## src/rtl/mem_io_bridge_if.sv

```systemverilog
`default_nettype none
// ============================================================================
// Module   : mem_io_bridge_if
// Brief    : CPU load/store request bus, data-BRAM port and board I/O pins.
// Revision : 1.0
// ============================================================================
interface mem_io_bridge_if #(
    parameter int IO_W    = 16,
    parameter int NUM_OUT = 2,
    parameter int NUM_IN  = 2
);
    logic                      mem_read;
    logic                      mem_write;
    logic [1:0]                size;
    logic                      load_unsigned;
    logic [31:0]               addr_in;
    logic [31:0]               reg_wdata;
    logic [31:0]               mem_addr;
    logic [3:0]                mem_we;
    logic [31:0]               mem_wdata;
    logic [31:0]               mem_rdata;
    logic [NUM_IN*IO_W-1:0]    io_in;
    logic [NUM_OUT*IO_W-1:0]   io_out;
    logic [31:0]               rdata;
    logic                      rdata_valid;
    logic                      bus_err;

    modport master (
        output mem_read, mem_write, size, load_unsigned, addr_in, reg_wdata,
               mem_rdata, io_in,
        input  mem_addr, mem_we, mem_wdata, io_out, rdata, rdata_valid, bus_err
    );

    modport slave (
        input  mem_read, mem_write, size, load_unsigned, addr_in, reg_wdata,
               mem_rdata, io_in,
        output mem_addr, mem_we, mem_wdata, io_out, rdata, rdata_valid, bus_err
    );
endinterface
`default_nettype wire

```

## src/rtl/mem_io_bridge.sv

```systemverilog
`default_nettype none
// ============================================================================
// Module   : mem_io_bridge
// Brief    : Load/store decode to data BRAM or memory-mapped I/O channels.
// Revision : 1.0
// ============================================================================
module mem_io_bridge #(
    parameter logic [31:0] IO_BASE     = 32'hFFFF_FC00,
    parameter int          IO_W        = 16,
    parameter int          NUM_OUT     = 2,
    parameter int          NUM_IN      = 2,
    parameter int          SYNC_STAGES = 2
) (
    input wire             clk,
    input wire             rst_n,
    mem_io_bridge_if.slave bus
);
    localparam int IN_BITS  = NUM_IN * IO_W;
    localparam int OUT_BITS = NUM_OUT * IO_W;

    logic                is_io;
    logic [9:0]          offset;
    logic [NUM_OUT-1:0]  sel_out;
    logic [NUM_IN-1:0]   sel_in;
    logic                sel_status;
    logic                io_bad;
    logic                mem_bad;
    logic                err;
    logic                wr_ok;
    logic                rd_ok;
    logic [3:0]          lanes;
    logic [31:0]         io_val;
    logic [15:0]         lane_data;
    logic [NUM_IN-1:0]   change;

    logic [IN_BITS-1:0]  sync_d [SYNC_STAGES];
    logic [IN_BITS-1:0]  sync_q [SYNC_STAGES];
    logic [IN_BITS-1:0]  prev_d, prev_q;
    logic [NUM_IN-1:0]   status_d, status_q;
    logic [OUT_BITS-1:0] io_out_d, io_out_q;
    logic                rdata_valid_d, rdata_valid_q;
    logic                bus_err_d, bus_err_q;
    logic                ld_mem_d, ld_mem_q;
    logic                ld_uns_d, ld_uns_q;
    logic [1:0]          ld_lane_d, ld_lane_q;
    logic [1:0]          ld_size_d, ld_size_q;
    logic [31:0]         io_rdata_d, io_rdata_q;

    // Address decode and access legality
    always_comb begin
        is_io   = (bus.addr_in[31:10] == IO_BASE[31:10]);
        offset  = bus.addr_in[9:0];
        sel_out = '0;
        sel_in  = '0;
        for (int k = 0; k < NUM_OUT; k++) sel_out[k] = (offset == 10'(4 * k));
        for (int j = 0; j < NUM_IN; j++)  sel_in[j]  = (offset == 10'(64 + 4 * j));
        sel_status = (offset == 10'h080);

        if (|sel_out)                      io_bad = 1'b0;
        else if ((|sel_in) || sel_status)  io_bad = bus.mem_write;
        else                               io_bad = 1'b1;

        // Size only matters on the memory side; the I/O window is word-only.
        mem_bad = (bus.size == 2'b11)
                | ((bus.size == 2'b01) & bus.addr_in[0])
                | ((bus.size == 2'b10) & (|bus.addr_in[1:0]));

        err   = (bus.mem_read | bus.mem_write)
              & ((bus.mem_read & bus.mem_write) | (is_io ? io_bad : mem_bad));
        wr_ok = bus.mem_write & ~err;
        rd_ok = bus.mem_read & ~err;
    end

    // Store lanes towards the BRAM
    always_comb begin
        case (bus.size)
            2'b00: begin
                lanes         = 4'b0001 << bus.addr_in[1:0];
                bus.mem_wdata = {4{bus.reg_wdata[7:0]}};
            end
            2'b01: begin
                lanes         = 4'b0011 << {bus.addr_in[1], 1'b0};
                bus.mem_wdata = {2{bus.reg_wdata[15:0]}};
            end
            default: begin
                lanes         = 4'b1111;
                bus.mem_wdata = bus.reg_wdata;
            end
        endcase
        bus.mem_we   = (wr_ok && !is_io) ? lanes : 4'b0000;
        bus.mem_addr = {bus.addr_in[31:2], 2'b00};
    end

    // I/O registers, input synchronisers and change status
    always_comb begin
        io_out_d = io_out_q;
        io_val   = '0;
        change   = '0;
        sync_d   = sync_q;
        for (int k = 0; k < NUM_OUT; k++) begin
            if (wr_ok && is_io && sel_out[k]) io_out_d[k*IO_W +: IO_W] = bus.reg_wdata[IO_W-1:0];
            if (sel_out[k]) io_val[IO_W-1:0] = io_out_q[k*IO_W +: IO_W];
        end
        for (int j = 0; j < NUM_IN; j++) begin
            if (sel_in[j]) io_val[IO_W-1:0] = sync_q[SYNC_STAGES-1][j*IO_W +: IO_W];
            change[j] = |(sync_q[SYNC_STAGES-1][j*IO_W +: IO_W] ^ prev_q[j*IO_W +: IO_W]);
        end
        if (sel_status) io_val[NUM_IN-1:0] = status_q;
        // An edge landing in the clearing cycle must survive the clear.
        status_d  = (status_q & ~{NUM_IN{rd_ok && is_io && sel_status}}) | change;
        prev_d    = sync_q[SYNC_STAGES-1];
        sync_d[0] = bus.io_in;
        for (int s = 1; s < SYNC_STAGES; s++) sync_d[s] = sync_q[s-1];
    end

    // Load pipeline control
    always_comb begin
        rdata_valid_d = bus.mem_read;
        bus_err_d     = err;
        ld_mem_d      = rd_ok & ~is_io;
        ld_lane_d     = bus.addr_in[1:0];
        ld_size_d     = bus.size;
        ld_uns_d      = bus.load_unsigned;
        io_rdata_d    = (rd_ok && is_io) ? io_val : 32'h0;
    end

    always_ff @(posedge clk or negedge rst_n) begin
        if (!rst_n) begin
            sync_q        <= '{default: '0};
            prev_q        <= '0;
            status_q      <= '0;
            io_out_q      <= '0;
            rdata_valid_q <= 1'b0;
            bus_err_q     <= 1'b0;
            ld_mem_q      <= 1'b0;
            ld_uns_q      <= 1'b0;
            ld_lane_q     <= 2'b00;
            ld_size_q     <= 2'b00;
            io_rdata_q    <= 32'h0;
        end else begin
            sync_q        <= sync_d;
            prev_q        <= prev_d;
            status_q      <= status_d;
            io_out_q      <= io_out_d;
            rdata_valid_q <= rdata_valid_d;
            bus_err_q     <= bus_err_d;
            ld_mem_q      <= ld_mem_d;
            ld_uns_q      <= ld_uns_d;
            ld_lane_q     <= ld_lane_d;
            ld_size_q     <= ld_size_d;
            io_rdata_q    <= io_rdata_d;
        end
    end

    // Memory loads extend straight from the BRAM output using the latched lane/size.
    always_comb begin
        lane_data = 16'(bus.mem_rdata >> {ld_lane_q, 3'b000});
        bus.rdata = 32'h0;
        if (rdata_valid_q && ld_mem_q) begin
            case (ld_size_q)
                2'b00:   bus.rdata = ld_uns_q ? {24'h0, lane_data[7:0]}
                                              : {{24{lane_data[7]}}, lane_data[7:0]};
                2'b01:   bus.rdata = ld_uns_q ? {16'h0, lane_data}
                                              : {{16{lane_data[15]}}, lane_data};
                default: bus.rdata = bus.mem_rdata;
            endcase
        end else if (rdata_valid_q) begin
            bus.rdata = io_rdata_q;
        end
    end

    assign bus.io_out      = io_out_q;
    assign bus.rdata_valid = rdata_valid_q;
    assign bus.bus_err     = bus_err_q;
endmodule
`default_nettype wire
```

## src/flat_wrapper.sv

```systemverilog
// flat-port wrapper written by rule: the top's interface ports become plain ports
module mem_io_bridge_flat 
#(
    parameter logic [31:0] IO_BASE     = 32'hFFFF_FC00,
    parameter int          IO_W        = 16,
    parameter int          NUM_OUT     = 2,
    parameter int          NUM_IN      = 2,
    parameter int          SYNC_STAGES = 2
)
  (clk, rst_n, bus_mem_read, bus_mem_write, bus_size, bus_load_unsigned, bus_addr_in, bus_reg_wdata, bus_mem_rdata, bus_io_in, bus_mem_addr, bus_mem_we, bus_mem_wdata, bus_io_out, bus_rdata, bus_rdata_valid, bus_bus_err);
  mem_io_bridge_if #(.IO_W(IO_W), .NUM_OUT(NUM_OUT), .NUM_IN(NUM_IN)) bus_i ();
  input wire clk;
  input wire rst_n;
  input wire logic [$bits(bus_i.mem_read)-1:0] bus_mem_read;
  input wire logic [$bits(bus_i.mem_write)-1:0] bus_mem_write;
  input wire logic [$bits(bus_i.size)-1:0] bus_size;
  input wire logic [$bits(bus_i.load_unsigned)-1:0] bus_load_unsigned;
  input wire logic [$bits(bus_i.addr_in)-1:0] bus_addr_in;
  input wire logic [$bits(bus_i.reg_wdata)-1:0] bus_reg_wdata;
  input wire logic [$bits(bus_i.mem_rdata)-1:0] bus_mem_rdata;
  input wire logic [$bits(bus_i.io_in)-1:0] bus_io_in;
  output wire logic [$bits(bus_i.mem_addr)-1:0] bus_mem_addr;
  output wire logic [$bits(bus_i.mem_we)-1:0] bus_mem_we;
  output wire logic [$bits(bus_i.mem_wdata)-1:0] bus_mem_wdata;
  output wire logic [$bits(bus_i.io_out)-1:0] bus_io_out;
  output wire logic [$bits(bus_i.rdata)-1:0] bus_rdata;
  output wire logic [$bits(bus_i.rdata_valid)-1:0] bus_rdata_valid;
  output wire logic [$bits(bus_i.bus_err)-1:0] bus_bus_err;
  assign bus_i.mem_read = bus_mem_read;
  assign bus_i.mem_write = bus_mem_write;
  assign bus_i.size = bus_size;
  assign bus_i.load_unsigned = bus_load_unsigned;
  assign bus_i.addr_in = bus_addr_in;
  assign bus_i.reg_wdata = bus_reg_wdata;
  assign bus_i.mem_rdata = bus_mem_rdata;
  assign bus_i.io_in = bus_io_in;
  assign bus_mem_addr = bus_i.mem_addr;
  assign bus_mem_we = bus_i.mem_we;
  assign bus_mem_wdata = bus_i.mem_wdata;
  assign bus_io_out = bus_i.io_out;
  assign bus_rdata = bus_i.rdata;
  assign bus_rdata_valid = bus_i.rdata_valid;
  assign bus_bus_err = bus_i.bus_err;
  mem_io_bridge #(.IO_BASE(IO_BASE), .IO_W(IO_W), .NUM_OUT(NUM_OUT), .NUM_IN(NUM_IN), .SYNC_STAGES(SYNC_STAGES)) u_core (.clk(clk), .rst_n(rst_n), .bus(bus_i));
endmodule
```

## config.mk

```make
export PLATFORM = sky130hd
export DESIGN_NAME = mem_io_bridge_flat
export DESIGN_NICKNAME = d
export VERILOG_FILES = /design/src/rtl/mem_io_bridge_if.sv /design/src/rtl/mem_io_bridge.sv /design/src/flat_wrapper.sv
export SDC_FILE = /design/constraint.sdc
export NUM_CORES = 1
export LEC_CHECK = 0
export CAP_MARGIN = 0
export CORE_ASPECT_RATIO = 0.7
export CORE_UTILIZATION = 30
export DETAILED_ROUTE_END_ITERATION = 8
export PLACE_DENSITY = 0.66
export RECOVER_POWER = 50
export SETUP_SLACK_MARGIN = 0.15
export SLEW_MARGIN = 30
export SYNTH_ARGS = -nofsm -noshare
export SYNTH_HDL_FRONTEND = slang
export SYNTH_SLANG_ARGS = --single-unit
```

## constraint.sdc

```tcl
create_clock -name clk -period 3.7 [get_ports clk]
set_clock_uncertainty 0.1 [all_clocks]
set_input_delay 0.925 -clock clk [delete_from_list [all_inputs] [get_ports clk]]
set_output_delay 0.925 -clock clk [all_outputs]
set_load 0.02 [all_outputs]
```

==> summary.txt, run 1 <==
RSZ-0062 raised after global routing: false
Pwr dens: 390.5 mW/mm^2
Synth area leaders: dfrtp_1 (56%), mux2_2 (11%), buf_4 (4.4%), xor2_1 (4.1%), mux2i_1 (2.5%)
Clock Path Buffers: 2
Most frequent CP cell: buf_4
Total global routing overflow: 0
Fmax: 285.8 MHz
Ys async rst share: 100.0%
Max-Cap Viols: 1
CP top delay family: buffers and inverters
Least-Margin Pin Slew: 2.015 ns
DRC violations left: 0
Synth Instances: 560
Layout cells sized above 1: 25.56%
Crit-path max cell delay: 0.51 ns
Max stage delay cell, worst path: mux4_2
Post-Route WL: 21.92 mm
Inserted Clock Buffers: 17
Routed Antenna Nets: 0
GPL Wtd Cong: 0.8745
WHS: 0.2511 ns
Num rows: 45
Initial antenna violation count: 2
Fin crit period: 3.498 ns
# hold bufs at CTS: 0
DP HPWL: 16.88 mm
Crit path kind: primary input to output port
Most frequent cells in the layout: clkdlybuf4s50_1 (158), dfrtp_1 (154), mux2_2 (64)
CP endpoint kind: output port
Proportion of synthesized area in mux cells: 13.33%
Pwr Total: 4.121 mW
Pleak: 4.793 nW
CP bufs+invs: 5
Largest area contributor in the netlist: dfrtp_1
Clock Pin Slew Worst Setup and Hold Paths: 0.06 ns
Wire length of the first global-routing pass: 33.53 mm
Die width: 182.6 um
Initial drt markers: 260
XOR/XNOR Fraction of Synth Area: 4.091%
Die height: 128.4 um
Synth-to-Final Area Change: 54.03%
Post-layout instance area: 0.01055 mm^2
Setup Viol. Count Final: 0
Number of port buffers: 266
Largest family of logic cells by synthesized area: multiplexers
WP data arrival: 2.47 ns
All-Layer GR Usage: 19.03%
Final #Nets: 975
Clock tree from TritonCTS: yes
Final hold vios: 0
Hold WC Path Type: register to register
Sequential area share after synthesis: 56.26%
DP Area: 0.009930 mm^2
Post-synth top area share: 56.26%
Worst path cell trace: clkbuf_2, mux4_2, a31oi_4, buf_6, buf_4, a21o_4, buf_12, a21oi_1, buf_4
Compound-Gate Fraction of Synth Area: 10.41%
Simple-gate share of the synthesized area: 8.493%
EDFF count, synth: 0
CP max FO: 8
Routed length per instance: 18.90 um
Via/cell ratio: 4.585
Period utilisation layout: 94.55%
Root buffer cell: clkbuf_16
YS warnings: 0
Worst Path Required: 2.67 ns
Slew HR: -34.36%
Clock latency on the worst-skew pair: 0.42 ns
Clock sink count: 154
Via count: 5,319
Status: finished, violations left
Max-slew violations: 82
Synth Cell Area: 0.006850 mm^2
Htree depth: 4
Vias in the first global route: 5,676
Average size of a mapped cell: 12.23 um^2
DR pass1 iterations: 5
I/O pins: 269
Initial Utilization: 31.12%
Total die area: 0.02345 mm^2
Peak VDD IR: 0.2600 mV
Violated checks: max-capacitance violations, max-slew violations
Core area: 0.02201 mm^2
Most common library cell in the layout ignoring fill and taps: clkdlybuf4s50_1
Top_reg_cell synth: dfrtp_1
Fraction of the mapped netlist area in adder cells: 0.1461%
Yosys cell types: 45
Largest net degree at the start of global routing: 83
Synthesized flop and latch total: 154
Startpoint types: primary input
==> cell families (layout without fill, tap and decap cells) <==
logic type | count (synthesis) | count (layout)
compound gates | 101 | 101
xor+xnor | 32 | 32
fa+ha+maj | 1 | 1
buf+inv | 86 | 378
flops | 154 | 154
mux | 82 | 82
other cells | 1 | 4
simple gates | 103 | 103
==> path summary, 6_finish.rpt <==
check	startpoint	endpoint	slack (ns)	depth (start not counted)
worst min-delay path	u_core.sync_d[12]	u_core.prev_d[12]	0.25	0
max in group asynchronous	rst_n	u_core.bus.rdata_valid	1.33	1
min in group asynchronous	rst_n	u_core.sync_d[30]	0.97	1
worst min register to register	u_core.sync_d[12]	u_core.prev_d[12]	0.25	0
worst max-delay path	bus_mem_rdata[31]	bus_rdata[17]	0.20	9
worst max register to register	u_core.prev_d[2]	u_core.status_q[0]	1.95	4
==> flip-flops by register name, indices dropped and copies added (netlist names) <==
register / count
u_core.sync_d: 32
u_core.io_rdata_q: 16
u_core.ld_size_q: 2
u_core.status_q: 2
u_core.bus.io_out: 32
u_core.prev_d: 32
u_core.ld_uns_q: 1
u_core.prev_q: 32
u_core.bus.rdata_valid: 1
u_core.ld_mem_q: 1
u_core.bus.bus_err: 1
u_core.ld_lane_q: 2
==> routing by layer <==
layer | part of all wire [%] | track usage [%] | up-vias
met4 | 1.3 | 4.795 | 0
met2 | 45 | 30.38 | 209
met3 | 7.1 | 4.727 | 15
met5 | 0 | 0 | -
met1 | 47 | 25.94 | 2568
li1 | - | - | 2527
==> cell usage after synthesis (all sizes together) (3+ instances only) <==
library cell  number
a21boi             6
a21o               3
a21oi             29
a222oi            16
a22oi              6
a32o               8
and3               3
buf               52
clkbuf            13
dfrtp            154
inv               21
mux2              64
mux2i             17
nand2             18
nand2b            16
nand4              8
nor2              30
nor2b              6
nor4              11
o21a               4
o21ai             17
o221ai             7
xor2              32
==> stage by stage <==
stage | utilization, % | worst slack, ns | TNS (ns) | instances
after floorplan | - | 0.3398 | 0 | 561
after global placement | 45.10 | -0.4017 | -11.23 | 1118
after detailed placement | 45.10 | -0.3999 | -11.51 | 1118
after CTS | 47.86 | 0.1204 | 0 | 1156
after global routing | 47.92 | 0.1510 | 0 | 1159
final | 47.93 | 0.2015 | 0 | 1160
==> area by class of cell <==
cell class | count | area, um^2
Multi-Input combinational cell | 321 | 2550
Clock buffer | 18 | 439.2
Inverter | 21 | 78.83
Tap cell | 305 | 381.6
Timing Repair Buffer | 325 | 3065
Fill cell | 2016 | 11460
Sequential cell | 154 | 3854
Clock inverter | 14 | 177.7
Antenna cell | 2 | 5.005
==> where the power goes <==
group | total [mW] | switching [mW] | internal [mW] | leakage (nW)
clock | 1.77 | 0.776 | 0.991 | 0.300
sequential | 1.78 | 0.0396 | 1.74 | 1.90
combinational | 0.573 | 0.280 | 0.293 | 2.59
==> repair_timing <==
item / in CTS / in global routing
setup endpoints to repair: 60 / 28
gates cloned: 2 / 0
resized for setup: 197 / 38
buffers inserted: 4 / 2
pin swaps: 9 / 9
Note: power is estimated with default switching activity, not from simulation.
==> inputs of run 2 (changes only) <==
--- a/config.mk
+++ b/config.mk
@@ -7,5 +7,5 @@
 export LEC_CHECK = 0
 export CAP_MARGIN = 0
-export CORE_ASPECT_RATIO = 0.7
+export CORE_ASPECT_RATIO = 0.8
 export CORE_UTILIZATION = 30
 export DETAILED_ROUTE_END_ITERATION = 8
==> constraint.sdc (replaced) <==
create_clock -name clk -period 3.7 [get_ports clk]
set_clock_uncertainty 0.1 [all_clocks]
set_input_delay 0.37 -clock clk [delete_from_list [all_inputs] [get_ports clk]]
set_output_delay 0.37 -clock clk [all_outputs]
set_load 0.02 [all_outputs]
==> summary.txt, run 2 (same netlist as run 1, synthesis figures left out) <==
Post-CTS resize count: 0 (-100%)
Most frequent cells in the layout: clkdlybuf4s50_1 (227), dfrtp_1 (154), mux2_2 (64)
Clock Pin Slew Worst Setup and Hold Paths: 0.07 ns (about the same)
Violated checks: max-capacitance violations, max-slew violations
Post-Route WL: 21.21 mm (-3.3%)
Clock Path Buffers: 2 (unchanged)
Placed Instances: 1,083 (-3.1%)
Hold WC Path Type: register to register
Startpoint types: register
DP HPWL: 16.15 mm (-4.3%)
Max layer used: met4
Pwr Total: 4.005 mW (-2.8%)
Initial Utilization: 30.53% (-0.59 points)
Max-Cap Viols: 1 (unchanged)
Core area: 0.02244 mm^2 (+1.9%)
CP max FO: 19 (+11)
Die width: 170.9 um (-6.4%)
ANT cells: 0 (-2)
Wire length on met1: 9.780 mm (-5.2%)
Setup_tns: 0 ns (unchanged)
Root buffer cell: clkbuf_16
Post-layout instance area: 0.01019 mm^2 (-3.4%)
Setup ws final: 0.5655 ns (+0.3639 ns)
Initial antenna violation count: 0 (-2)
Routed Antenna Nets: 0 (unchanged)
Slew HR: -71.85% (-37 points)
WP data arrival: 2.66 ns (+0.19 ns)
Vias in the first global route: 5,170 (-8.9%)
Met3 routed WL: 1.475 mm (-4.6%)
Total die area: 0.02345 mm^2 (about the same)
I/O pins: 269 (unchanged)
Clock tree from TritonCTS: yes
Pleak: 4.315 nW (-10%)
WHS: 0.2494 ns (-0.001676 ns)
Clock sink count: 154 (unchanged)
Htree depth: 4 (unchanged)
Worst Path Required: 3.23 ns (+0.56 ns)
Layout cells sized above 1: 14.83% (-11 points)
DP Area: 0.009610 mm^2 (-3.2%)
RR Startpoint: u_core.bus.io_out[26]
Max-slew violations: 106 (+29%)
Largest net degree at the start of global routing: 107 (+29%)
RR Endpoint: u_core.io_rdata_q[10]
Peak VDD IR: 0.3133 mV (+20%)
Worst setup endpoint: bus_rdata[12]
All-Layer GR Usage: 18.61% (-0.42 points)
# hold bufs at CTS: 0 (unchanged)
CP endpoint kind: output port
Clock latency on the worst-skew pair: 0.42 ns (about the same)
Crit path kind: register to output port
Routed length on met2: 9.848 mm (+0.66%)
Inserted Clock Buffers: 17 (unchanged)
Crit path from: u_core.ld_lane_q[0]
Via/cell ratio: 4.682 (+2.1%)
Final #Nets: 931 (-4.5%)
Setup Fix Bufs, Post-CTS: 0 (-4)
RSZ-0062 raised after global routing: false
Fin crit period: 3.135 ns (-0.3639 ns)
Total global routing overflow: 0 (unchanged)
Period utilisation layout: 84.72% (-9.8 points)
DRC violations left: 0 (unchanged)
Final Util: 45.41% (-2.5 points)
Final hold vios: 0 (unchanged)
Num rows: 49 (+8.9%)
Status: finished, violations left
Final Non-Filler Cells: 1,115 (-3.9%)
FF-to-FF setup slack: 2.02 ns (+0.07 ns)
Die height: 137.2 um (+6.8%)
Pwr dens: 393.1 mW/mm^2 (+0.66%)
Via count: 5,220 (-1.9%)
Most common library cell in the layout ignoring fill and taps: clkdlybuf4s50_1
Synth-to-Final Area Change: 48.73%
Least-Margin Pin Slew: 2.578 ns (+0.5624 ns)
Worst R2R Path Depth: 3 (-1)
Setup Viol. Count Final: 0 (unchanged)
Pre-CTS WS: 0.6139 ns (+1.014 ns)
Wire length of the first global-routing pass: 31.93 mm (-4.8%)
Fmax: 319.0 MHz (+12%)
Number of port buffers: 266 (unchanged)
DR pass1 iterations: 6 (+1)
Initial drt markers: 433 (+67%)
Routed length per instance: 19.02 um (+0.63%)
GPL Wtd Cong: 0.8544 (-2.3%)
==> run 2: routing by layer <==
layer,GRT usage [%],up-vias
met4,3.423,0
met5,0,-
met3,4.540,13
met2,29.98,205
met1,25.56,2555
li1,-,2447
==> run 2: how the worst min path moves through the flow <==
stage / start / end / slack, ns / depth (start not counted)
floorplan: rst_n / u_core.bus.bus_err / -0.03 / 0
global placement: u_core.sync_d[26] / u_core.prev_d[26] / 0.23 / 0
detailed placement: u_core.sync_d[11] / u_core.prev_d[11] / 0.23 / 0
CTS: rst_n / u_core.prev_d[30] / 0.01 / 1
global route: u_core.sync_d[6] / u_core.prev_d[6] / 0.25 / 0
finish: u_core.sync_d[15] / u_core.prev_d[15] / 0.25 / 0
==> run 2: layout make-up <==
cell class	instances	area (um^2)
inverters	21	78.83
flip-flops and latches	154	3854
fillers	2069	12250
well taps	306	382.9
clock buffers	18	429.2
multi-input cells	321	2506
repair buffers	281	2783
clock inverters	14	155.1
==> run 2: power breakdown <==
| part | total [mW] | internal (mW) | switching (mW) |
|---|---|---|---|
| registers | 1.78 | 1.74 | 0.0398 |
| clock network | 1.68 | 0.900 | 0.777 |
| logic | 0.547 | 0.281 | 0.267 |
| total | 4.01 | 2.92 | 1.08 |
==> run 2: worst max-delay path: stages, from the launching register on <==
cell             delay (ns)
dfrtp_1                0.38
buf_4                  0.24
nor2b_1                0.47
a21oi_1                0.16
o21ai_0                0.18
a32o_1                 0.20
clkdlybuf4s50_1        0.61
